<file path="src/rtl/clock_pkg.sv">
// clock_pkg: definitions shared by the units, tens and hours digit stages.
//   SEG_0..SEG_9, SEG_BLANK : active-low 7-segment codes, bit order {g,f,e,d,c,b,a}
//   CW_DEFAULT              : default digit count width
//   seg_decode()            : digit value -> segment code, blank for values above 9
package clock_pkg;

  localparam int CW_DEFAULT = 4;

  localparam logic [6:0] SEG_0     = 7'b1000000;
  localparam logic [6:0] SEG_1     = 7'b1111001;
  localparam logic [6:0] SEG_2     = 7'b0100100;
  localparam logic [6:0] SEG_3     = 7'b0110000;
  localparam logic [6:0] SEG_4     = 7'b0011001;
  localparam logic [6:0] SEG_5     = 7'b0010010;
  localparam logic [6:0] SEG_6     = 7'b0000010;
  localparam logic [6:0] SEG_7     = 7'b1111000;
  localparam logic [6:0] SEG_8     = 7'b0000000;
  localparam logic [6:0] SEG_9     = 7'b0010000;
  localparam logic [6:0] SEG_BLANK = 7'b1111111;

  function automatic logic [6:0] seg_decode(input logic [7:0] value);
    logic [6:0] seg;
    case (value)
      8'd0:    seg = SEG_0;
      8'd1:    seg = SEG_1;
      8'd2:    seg = SEG_2;
      8'd3:    seg = SEG_3;
      8'd4:    seg = SEG_4;
      8'd5:    seg = SEG_5;
      8'd6:    seg = SEG_6;
      8'd7:    seg = SEG_7;
      8'd8:    seg = SEG_8;
      8'd9:    seg = SEG_9;
      default: seg = SEG_BLANK;
    endcase
    return seg;
  endfunction

endpackage

</file>
<file path="src/rtl/carry_sync.sv">
// carry_sync: brings an asynchronous carry level into the clk domain and turns
// each rising edge into a one-cycle increment request.
//   clk      : board clock
//   rst_n    : synchronous active-low reset
//   async_in : asynchronous carry level from the upstream stage
//   inc_edge : one-cycle pulse per rising edge of async_in, suppressed until armed
module carry_sync (
  input  logic clk,
  input  logic rst_n,
  input  logic async_in,
  output logic inc_edge
);

  logic       s1;
  logic       s2;
  logic       s3;
  logic [1:0] arm;

  always_ff @(posedge clk) begin
    if (!rst_n) begin
      s1  <= 1'b0;
      s2  <= 1'b0;
      s3  <= 1'b0;
      arm <= 2'd0;
    end else begin
      s1 <= async_in;
      s2 <= s1;
      s3 <= s2;
      if (arm != 2'd3) arm <= arm + 2'd1;
    end
  end

  // The synchroniser leaves reset at 0, so a level that was already high
  // during reset looks like a fresh edge; the arm delay hides that edge.
  assign inc_edge = s2 & ~s3 & (arm == 2'd3);

endmodule

</file>
<file path="src/rtl/tens_stage.sv">
// tens_stage: modulo-MODULO digit counter fed by the units stage carry.
//   clk       : board clock
//   rst_n     : synchronous active-low reset
//   carry_in  : asynchronous carry level, each rising edge is one increment
//   step      : synchronous manual increment pulse
//   load_en   : synchronous load strobe (out-of-range load_val is ignored)
//   load_val  : value to load
//   count     : current digit value
//   Display   : active-low segments {g,f,e,d,c,b,a}
//   carry_out : one-cycle pulse when the digit wraps to 0
// Build option: TENS_BLANK_ZERO_EN blanks the display while count is 0.
module tens_stage
  import clock_pkg::*;
#(
  parameter int MODULO = 6,
  parameter int CW     = CW_DEFAULT
) (
  input  logic          clk,
  input  logic          rst_n,
  input  logic          carry_in,
  input  logic          step,
  input  logic          load_en,
  input  logic [CW-1:0] load_val,
  output logic [CW-1:0] count,
  output logic [6:0]    Display,
  output logic          carry_out
);

  logic          inc_edge;
  logic          inc;
  logic [CW-1:0] next_count;
  logic          next_carry;

  carry_sync u_carry_sync (
    .clk      (clk),
    .rst_n    (rst_n),
    .async_in (carry_in),
    .inc_edge (inc_edge)
  );

  // A coincident edge and step merge into a single increment.
  assign inc = inc_edge | step;

  function automatic logic [6:0] digit_seg(input logic [CW-1:0] value);
`ifdef TENS_BLANK_ZERO_EN
    if (value == '0) return SEG_BLANK;
`endif
    return seg_decode(8'(value));
  endfunction

  always_comb begin
    next_count = count;
    next_carry = 1'b0;
    if (load_en) begin
      if (load_val < CW'(MODULO)) next_count = load_val;
    end else if (inc) begin
      if (count == CW'(MODULO - 1)) begin
        next_count = '0;
        next_carry = 1'b1;
      end else begin
        next_count = count + CW'(1);
      end
    end
  end

  // Display is decoded from next_count so it changes on the same edge as count.
  always_ff @(posedge clk) begin
    if (!rst_n) begin
      count     <= '0;
      Display   <= digit_seg('0);
      carry_out <= 1'b0;
    end else begin
      count     <= next_count;
      Display   <= digit_seg(next_count);
      carry_out <= next_carry;
    end
  end

endmodule

</file>
<file path="config.mk">
export PLATFORM = sky130hd
export DESIGN_NAME = tens_stage
export DESIGN_NICKNAME = d
export VERILOG_FILES = /design/src/rtl/clock_pkg.sv /design/src/rtl/carry_sync.sv /design/src/rtl/tens_stage.sv
export SDC_FILE = /design/constraint.sdc
export NUM_CORES = 1
export LEC_CHECK = 0
export ABC_CLOCK_PERIOD_IN_PS = 2500
export CAP_MARGIN = 25
export CORE_UTILIZATION = 49
export DETAILED_ROUTE_END_ITERATION = 8
export PLACE_DENSITY = 0.74
export SLEW_MARGIN = 20
export SYNTH_ARGS = -nofsm -noshare
export SYNTH_HDL_FRONTEND = slang
export SYNTH_SLANG_ARGS = --single-unit
</file>
<file path="constraint.sdc">
create_clock -name clk -period 2.5 [get_ports clk]
set_input_delay 0.75 -clock clk [delete_from_list [all_inputs] [get_ports clk]]
set_output_delay 0.75 -clock clk [all_outputs]
set_load 0.01 [all_outputs]
</file>
Word-level counts from Yosys, hierarchy flattened
Memories as Yosys holds them, arrays and structs flattened. A register that Yosys moved wholly into a read port is not among the register bits.
Cells that the tools add are included.

word-level totals
  ROM bits = 112
  input bits = 9
  output and inout port bits = 12
  word-level logic and storage cells = 26
  memories = 1
  register bits after elaboration = 10

memory list
  name             depth  bits a word  read ports  clocked after Yosys merged registers in  write ports  RTL line         RTL
  (no name shown)  16     7            1           1                                        0            clock_pkg.sv:23  case (value)

operators by class
  reductions and logical operators = 2
  add/sub/neg operators = 2
  $lt $le $gt $ge = 1
  multiplexer cells = 5
  equal/unequal tests = 3
  bitwise gates (word level) = 6

operator list
  cell                 number
  $mux 4               4
  $add 4x1->4 const B  1
  $eq 4x3->1 const B   1
  $lt 4x3->1 const B   1
  $not 1->1            3
  $reduce_or 3->1      1
  $add 2x1->2 const B  1
  $and 1x1->1          2
  $eq 2x2->1 const B   1
  $ne 2x2->1 const B   1
  $logic_not 1->1      1
  $mux 1               1
  $or 1x1->1           1

Depth between registers and ports, before layout
Gate-level depths: netlist (run 1).

  depth in word-level cells = 6
  mapped depth = 10
  mapped depth without buffers = 10

Cells and area by module
Synthesis (run 1) repeated with hierarchy kept, for this count alone.

second synthesis, totals
  cells, all modules = 88
  area total of the unflattened synthesis = 875.8 sq um

by module, submodules not included
  module      times used  cells an instance  sequential area each (sq um)  area an instance (sq um)
  tens_stage  1           73                 240.2                         705.7
  carry_sync  1           15                 100.1                         170.2

Worst setup path after synthesis (run 1)
No wires, ideal clock.

  path type = input-to-reg
  start = in load_en
  end = reg Display[2]
  arrival time = 2206 ps
  slack = 180 ps
  required time = 2385 ps
  library setup time = 115 ps
  buffers on the path = 1
  stages on the path = 7
  cell sequence = buf_2 or3_1 o221ai_1 inv_1 ha_1 and3_2 o21a_1

on the way
  word-level cells in the longest chain between the ends = 1

RTL lines
  what               RTL line          RTL
  start, declared    tens_stage.sv:22  input logic load_en,
  $mux 4             tens_stage.sv:54  if (load_en) begin
  net next_count[0]  tens_stage.sv:31  logic [CW-1:0] next_count;
  end, declared      tens_stage.sv:25  output logic [6:0] Display,

The timed path passes the listed nets, and every way through them passes these cells.
A chain may end at the register's enable or synchronous reset.

Worst setup path after layout (run 1)
Ends and elaborated chain as after synthesis.

==> out/results.md, run 1 <==
| Quantity | Reported |
|:---|:---|
| Avg Synthesized Cell Area | 9.70 um2 |
| Period minus WS final | 2350 ps |
| Reg clk slew, reported paths | 90 ps |
| Total DRC errors in the routed layout | 0 |
| Number of buffers between clock root and the deepest sink | 2 |
| Power Total | 660 uW |
| Hold depth | 1 |
| Top cell family by delay on the critical path | buffers and inverters |
| I/O Buffers | 20 |
| Root Buffer Master | clkbuf_4 |
| First-pass GRT wire length | 3.32 mm |
| Data arrival at the endpoint of the critical path | 2540 ps |
| Worst Tran Pin Value | 369 ps |
| Data required time of the worst path | 2690 ps |
| Fmax | 426 MHz |
| Number of endpoints failing setup at the final stage | 0 |
| Syn_nets | 116 |
| Post-synth EDFFs | 0 |
| Final number of hold-violating endpoints | 0 |
| Max incr delay on CP | 480 ps |
| Count of routing violations after the opening detailed-route iteration | 3 |
| Setup Slack @ Placement | -159 ps |
| Share of the synthesized area in the top cell type | 35.8% |
| Post-cts resize count | 0 |
| Number of instances in the placed design | 153 |
| Post-synthesis cell type count | 35 |
| Finished Layout Cells | 157 |
| Hold Path Sink | u_carry_sync.s2$_SDFF_PN0_ |
| Detailed-placement wirelength estimate | 1.63 mm |
| Average wire per cell in the routed design | 13.2 um |
| Worst path buffer plus inverter count | 2 |
| Maximum number of pins on one net before global-route repair | 10 |
| Cells taking the most area after synthesis | dfxtp_1 (36%), ha_1 (12%), mux2i_1 (6.3%) |
| Max-Cap Viols | 0 |
| Setup clock skew after layout | 3.90 ps |
| Residual antenna-violating net count after detailed routing | 0 |
| Unrepaired setup endpoints after global routing | false |
| Yosys top cell by area | dfxtp_1 |
| Number of max-slew violations in the final report | 0 |
| I/O pin cnt | 21 |
| Warnings from Yosys | 0 |
| Smallest setup slack after layout | 152 ps |
| # diodes | 0 |
| Source of the worst hold timing path | u_carry_sync.s1$_SDFF_PN0_ |
| Buffer count from post-CTS setup fixing | 0 |
| Number of cells produced by synthesis | 98 |
| Status | finished clean |
| Startpoint kind of the worst setup timing path | input port |
| Share of layout cells above drive strength 1 | 19.7% |
| Core footprint | 1760 um2 |
| Worst-skew pair later-pin latency | 290 ps |
| Portion of the post-synthesis area used by sequential elements | 35.8% |
| CTS HTree Levels | 1 |
| Setup slack of the worst register-to-register path | 310 ps |
| CP Cell Sequence | clkdlybuf4s50_1 -> or3_1 -> o221ai_1 -> inv_1 -> ha_1 -> and3_2 -> o21a_1 |
| Cts bufs inserted | 3 |
| Routability cong. | 0.900 |
| Iteration count of the initial detailed-routing pass | 4 |
| Crit end category | flip-flop |
| Worst vdd ir | 0.000470 V |
| Height of the chip | 46.1 um |
| Most used flip-flop cell after synthesis | dfxtp_1 |
| Routed vias | 847 |
| TritonCTS clock tree | yes |
| Worst r2r path cells | 8 |
| Total die area | 2120 um2 |
| Starting Density | 53.9% |
| Worst-path cell with the longest stage delay | clkdlybuf4s50_1 |
| Path category of the worst min-delay check | flip-flop to flip-flop |
| LEAKAGE | 0.000566 uW |
| TritonCTS Sinks | 17 |
| Post-synthesis instance area | 951 um2 |
| Final WL | 2.07 mm |
| Number of global-route vias before repair | 794 |
| Post-synthesis async set-or-reset flop share | 0% |
| Via-to-Cell Ratio | 5.39 |
| Standard-cell row count | 15 |
| Crit path depth | 7 |
| Remaining Overflow, GRT | 0 |
| Setup CP Type | input port to flip-flop |
| Area grow syn2layout | 35.3% |
| Startpoint of the worst register-to-register path | count[0]$_SDFF_PN0_ |
| Final period utilization | 93.9% |
| Gr usage total | 22.4% |
| End of the worst register-to-register path | Display[2]$_SDFF_PN0_ |
| Power Dens Cells | 513 nW/um2 |
| Final TNS setup | 0 ps |
| Number of antenna violations at the first check in global routing | 0 |
| # nets final | 151 |
| Max FO, Critical Path | 5 |
| Horiz. Die Dim | 46.1 um |
| Post-CTS Hold Fix Bufs | 0 |
| Post-synthesis register bit count | 17 |
| Slew HR | 75.4% |
-- per-layer routing --
layer | GRT usage [%] | part of all wire (%) | vias to the layer above
li1 | - | - | 421
met1 | 24.8 | 43 | 395
met2 | 39.7 | 50 | 24
met3 | 5.10 | 4.5 | 7
met4 | 11.2 | 2.4 | 0
met5 | 0 | 0 | -
-- cells by family (layout without fill, tap and decap cells) --
kind of cell / after synthesis / after routing / synth area share [%]
AOI/OAI and AO/OA: 22 / 22 / 21.7
xor gates and xnor gates: 1 / 1 / 0.921
adders and majority gates: 9 / 9 / 11.8
buffers and inverters: 11 / 45 / 5.26
DFF: 17 / 17 / 35.8
muxes: 6 / 6 / 6.32
and+or+nand+nor: 32 / 32 / 18.2
-- worst register-to-register path: stages, from the launching register on --
cell and delay, ps:
dfxtp_1 380, ha_1 240, and3b_2 230, or3_1 300, o221ai_1 230, inv_1 140
ha_1 240, and3_2 180, o21a_1 160
-- placed cells by master (no fill, tap or decap), drive strengths merged, types with 2 or more instances in the layout --
| cell | count |
|---|---|
| a211o | 2 |
| a21oi | 6 |
| a31oi | 2 |
| and2 | 3 |
| and3b | 2 |
| buf | 13 |
| clkbuf | 4 |
| clkdlybuf4s50 | 20 |
| dfxtp | 17 |
| ha | 9 |
| inv | 8 |
| mux2i | 6 |
| nand2 | 3 |
| nand2b | 2 |
| nand3 | 3 |
| nor2 | 10 |
| nor3 | 2 |
| nor4 | 2 |
| o21a | 2 |
| o221a | 2 |
| o221ai | 3 |
| or3 | 2 |
-- metrics by stage --
step                cell area [um2]  hold WS, ps  util [%]
floorplan                       951          412         -
global placement               1260          421      71.4
detailed placement             1260          430      71.4
CTS                            1290          451      72.9
global route                   1290          474      72.9
finish                         1290          446      72.9
-- worst max-delay path by stage --
stage / startpoint / endpoint / slack [ps]
final: load_en / Display[2]$_SDFF_PN0_ / 150
after global routing: load_en / Display[3]$_SDFF_PN0_ / 10
after CTS: load_en / Display[2]$_SDFF_PN0_ / 130
after detailed placement: load_en / Display[2]$_SDFF_PN0_ / -160
after global placement: load_en / Display[2]$_SDFF_PN0_ / -90
after floorplan: load_en / Display[2]$_SDFF_PN0_ / 180
-- cell usage after synthesis, types with 3 or more instances --
cell type,n
ha_1,9
nor2_1,10
nand2_1,3
mux2i_1,6
and2_1,3
nand3_1,3
inv_1,7
a21oi_1,6
dfxtp_1,17
-- power breakdown --
group / internal [uW] / switching [uW]
combinational: 108 / 96.0
sequential: 297 / 14.7
clock: 62.0 / 81.3
total: 468 / 192
-- area by class of cell --
class                           instances  area, um2
Clock buffer                            4       26.3
Fill cell                             160        478
Inverter                                8       30.0
Multi-Input combinational cell         70        561
Sequential cell                        17        340
Tap cell                               25       31.3
Timing Repair Buffer                   33        298
-- state kept, by name, indices dropped and copies added, names as in the netlist --
| register | cells |
|---|---|
| u_carry_sync.s3 | 1 |
| u_carry_sync.s2 | 1 |
| count | 4 |
| carry_out | 1 |
| u_carry_sync.s1 | 1 |
| u_carry_sync.arm | 2 |
| Display | 7 |
Note: power is estimated with default switching activity, not from simulation.
==> inputs of run 2 (changes only) <==
--- a/config.mk
+++ b/config.mk
@@ -5,6 +5,7 @@
 export SDC_FILE = /design/constraint.sdc
 export NUM_CORES = 1
 export LEC_CHECK = 0
+export ABC_AREA = 0
 export ABC_CLOCK_PERIOD_IN_PS = 2500
 export CAP_MARGIN = 25
 export CORE_UTILIZATION = 49
==> results of run 2 <==
No change in the layout: final DEF, timing and power equal those of run 1.
==> inputs of run 3 (changes only) <==
--- a/config.mk
+++ b/config.mk
@@ -8,7 +8,9 @@
 export ABC_AREA = 0
 export ABC_CLOCK_PERIOD_IN_PS = 2500
 export CAP_MARGIN = 25
-export CORE_UTILIZATION = 49
+export CELL_PAD_IN_SITES_DETAIL_PLACEMENT = 2
+export CELL_PAD_IN_SITES_GLOBAL_PLACEMENT = 2
+export CORE_UTILIZATION = 30
 export DETAILED_ROUTE_END_ITERATION = 8
 export PLACE_DENSITY = 0.74
 export SLEW_MARGIN = 20
==> run 3 against run 2 <==
Sequential share of layout area fell by 1.1 points. Utilization fell by 29 points. Critical path depth rose by 2. Register-to-register slack got worse by 80 ps. Total power rose by 4.1%. Die area rose by 60%. First-iteration DRC count rose to 7.0 times the previous value. Sequential cell count did not move. Clock power rose by 10%. Combinational power rose by 7%. Count of clock-buffer cells in the layout did not move.
==> out/results.md, run 3 (synthesis gave the netlist of run 1 again) <==
| Quantity | Reported | Delta |
|:---|:---|:---|
| Status | finished clean |  |
| Count of routing violations after the opening detailed-route iteration | 21 | +18 |
| Average wire per cell in the routed design | 15.8 um | +20% |
| Count of fill cells added during filler insertion | 346 | +120% |
| Path category of the worst min-delay check | flip-flop to flip-flop |  |
| Setup CP Type | input port to flip-flop |  |
| Residual antenna-violating net count after detailed routing | 0 | unchanged |
| Crit end category | flip-flop |  |
| CP Cell Sequence | clkdlybuf4s50_1 -> buf_4 -> nor4_1 -> a211o_1 -> inv_2 -> ha_1 -> inv_1 -> mux2i_1 -> a21oi_1 |  |
| Root Buffer Master | clkbuf_4 |  |
| Worst-path cell with the longest stage delay | clkdlybuf4s50_1 |  |
| CTS HTree Levels | 1 | unchanged |
| First-pass GRT wire length | 4.64 mm | +40% |
| # nets final | 155 | +2.6% |
| Remaining Overflow, GRT | 0 | unchanged |
| Max-Cap Viols | 0 | unchanged |
| Number of antenna violations at the first check in global routing | 0 | unchanged |
| Top cell family by delay on the critical path | buffers and inverters |  |
| Iteration count of the initial detailed-routing pass | 4 | unchanged |
| Cts bufs inserted | 3 | unchanged |
| Final number of hold-violating endpoints | 0 | unchanged |
| Power Total | 687 uW | +4.1% |
| Worst vdd ir | 0.000244 V | -48% |
| Reg clk slew, reported paths | 110 ps | +20 ps |
| Share of layout cells above drive strength 1 | 22.1% | +2.4 points |
| Horiz. Die Dim | 58.3 um | +27% |
| Worst-skew pair later-pin latency | 310 ps | +20 ps |
| Number of buffers between clock root and the deepest sink | 2 | unchanged |
| Number of endpoints failing setup at the final stage | 0 | unchanged |
| Worst Tran Pin Value | 347 ps | -22.5 ps |
| Core footprint | 3030 um2 | +72% |
| Data arrival at the endpoint of the critical path | 2600 ps | +60 ps |
| Met3 Resource Use GR | 3.08% | -2.0 points |
| Final period utilization | 94.6% | +0.72 points |
| Power Dens Cells | 512 nW/um2 | about the same |
| Via-to-Cell Ratio | 4.90 | -9.2% |
| Final WL | 2.84 mm | +37% |
| Met2 GRT Util | 34.8% | -4.9 points |
| Final cell utilization of the core | 44.3% | -29 points |
| Max FO, Critical Path | 9 | +4 |
| Worst path buffer plus inverter count | 4 | +2 |
| TritonCTS clock tree | yes |  |
| Detailed-placement wirelength estimate | 2.29 mm | +41% |
| Worst hold slack after final layout | 443 ps | -3.60 ps |
| TritonCTS Sinks | 17 | unchanged |
| Fmax | 423 MHz | -0.76% |
| # diodes | 0 | unchanged |
| Final TNS setup | 0 ps | unchanged |
| LEAKAGE | 0.000584 uW | +3.2% |
| Post-CTS Hold Fix Bufs | 0 | unchanged |
| Area grow syn2layout | 40.9% |  |
| Max incr delay on CP | 450 ps | -30 ps |
| Routability cong. | 0.790 | -12% |
| Startpoint kind of the worst setup timing path | input port |  |
| Biggest regs | Display: 7 flops, count: 4 flops, u_carry_sync.arm: 2 flops |  |
| Setup clock skew after layout | 9.63 ps | +5.74 ps |
| Top library cells by usage in the layout, fill and taps aside | clkdlybuf4s50_1 (20), dfxtp_1 (17), buf_4 (17) |  |
| Total die area | 3400 um2 | +60% |
| Unrepaired setup endpoints after global routing | false |  |
| I/O pin cnt | 21 | unchanged |
| Routed vias | 882 | +4.1% |
| Data required time of the worst path | 2740 ps | +50 ps |
| Post-cts resize count | 0 | unchanged |
| Flip-flop count of the largest register, all copies and words added | 7 | unchanged |
| Starting Density | 31.4% | -22 points |
| Global Route met1 Usage | 19.8% | -5.0 points |
| Maximum number of pins on one net before global-route repair | 10 | unchanged |
| I/O Buffers | 20 | unchanged |
| Gr usage total | 18.5% | -3.9 points |
| Global-route layer with the greatest usage | met2 |  |
| Number of global-route vias before repair | 979 | +23% |
| Period minus WS final | 2370 ps | +18.0 ps |
| Slew HR | 76.9% | +1.5 points |
| Buffer count from post-CTS setup fixing | 0 | unchanged |
| Largest register by flop count | Display |  |
| Standard-cell row count | 20 | +5 |
| Number of max-slew violations in the final report | 0 | unchanged |
| Most frequent standard cell in the layout excluding fill and tap cells | clkdlybuf4s50_1 |  |
| Total DRC errors in the routed layout | 0 | unchanged |
| Height of the chip | 58.3 um | +27% |
run 3: worst paths after layout:
| kind | from | cells past startpoint | end | slack (ps) |
|---|---|---|---|---|
| worst max-delay path | load_en | 9 | Display[5]$_SDFF_PN0_ | 130 |
| worst min-delay path | u_carry_sync.s1$_SDFF_PN0_ | 1 | u_carry_sync.s2$_SDFF_PN0_ | 440 |
| worst max register to register | count[1]$_SDFF_PN0_ | 9 | Display[3]$_SDFF_PN0_ | 230 |
| worst min register to register | u_carry_sync.s1$_SDFF_PN0_ | 1 | u_carry_sync.s2$_SDFF_PN0_ | 440 |
run 3: routing by layer:
metal,part of all wire [%],vias up
li1,-,425
met3,3.4,7
met2,54,21
met5,0,-
met4,2.5,0
met1,40,429
run 3: cell type report:
cell class | instances | area (um2) | share of cell area [%]
timing repair buffer | 37 | 328 | 24.5
inverter | 8 | 30.0 | 2.24
clock buffer | 4 | 26.3 | 1.96
multi-input combinational | 70 | 561 | 41.8
tap | 44 | 55.1 | 4.11
sequential | 17 | 340 | 25.4
run 3: where the power goes:
group	switching, uW	internal, uW
registers	13.5	297
logic	105	113
clock network	95.7	62.4
total	214	473
run 3: worst register-to-register path: stages, from the launching register on:
cell and delay (ps):
dfxtp_1 350, inv_1 60, ha_1 210, and3b_2 250
or3_1 330, o221ai_1 250, inv_1 150, ha_1 330
mux2i_1 150, a21oi_1 90
run 3: per-stage QoR:
step,instance area (um2),std cells,setup slack (ps)
finish,1340,180,134
global route,1340,180,21.8
CTS,1340,180,106
detailed placement,1310,176,-226
global placement,1310,176,-104
floorplan,951,98,180
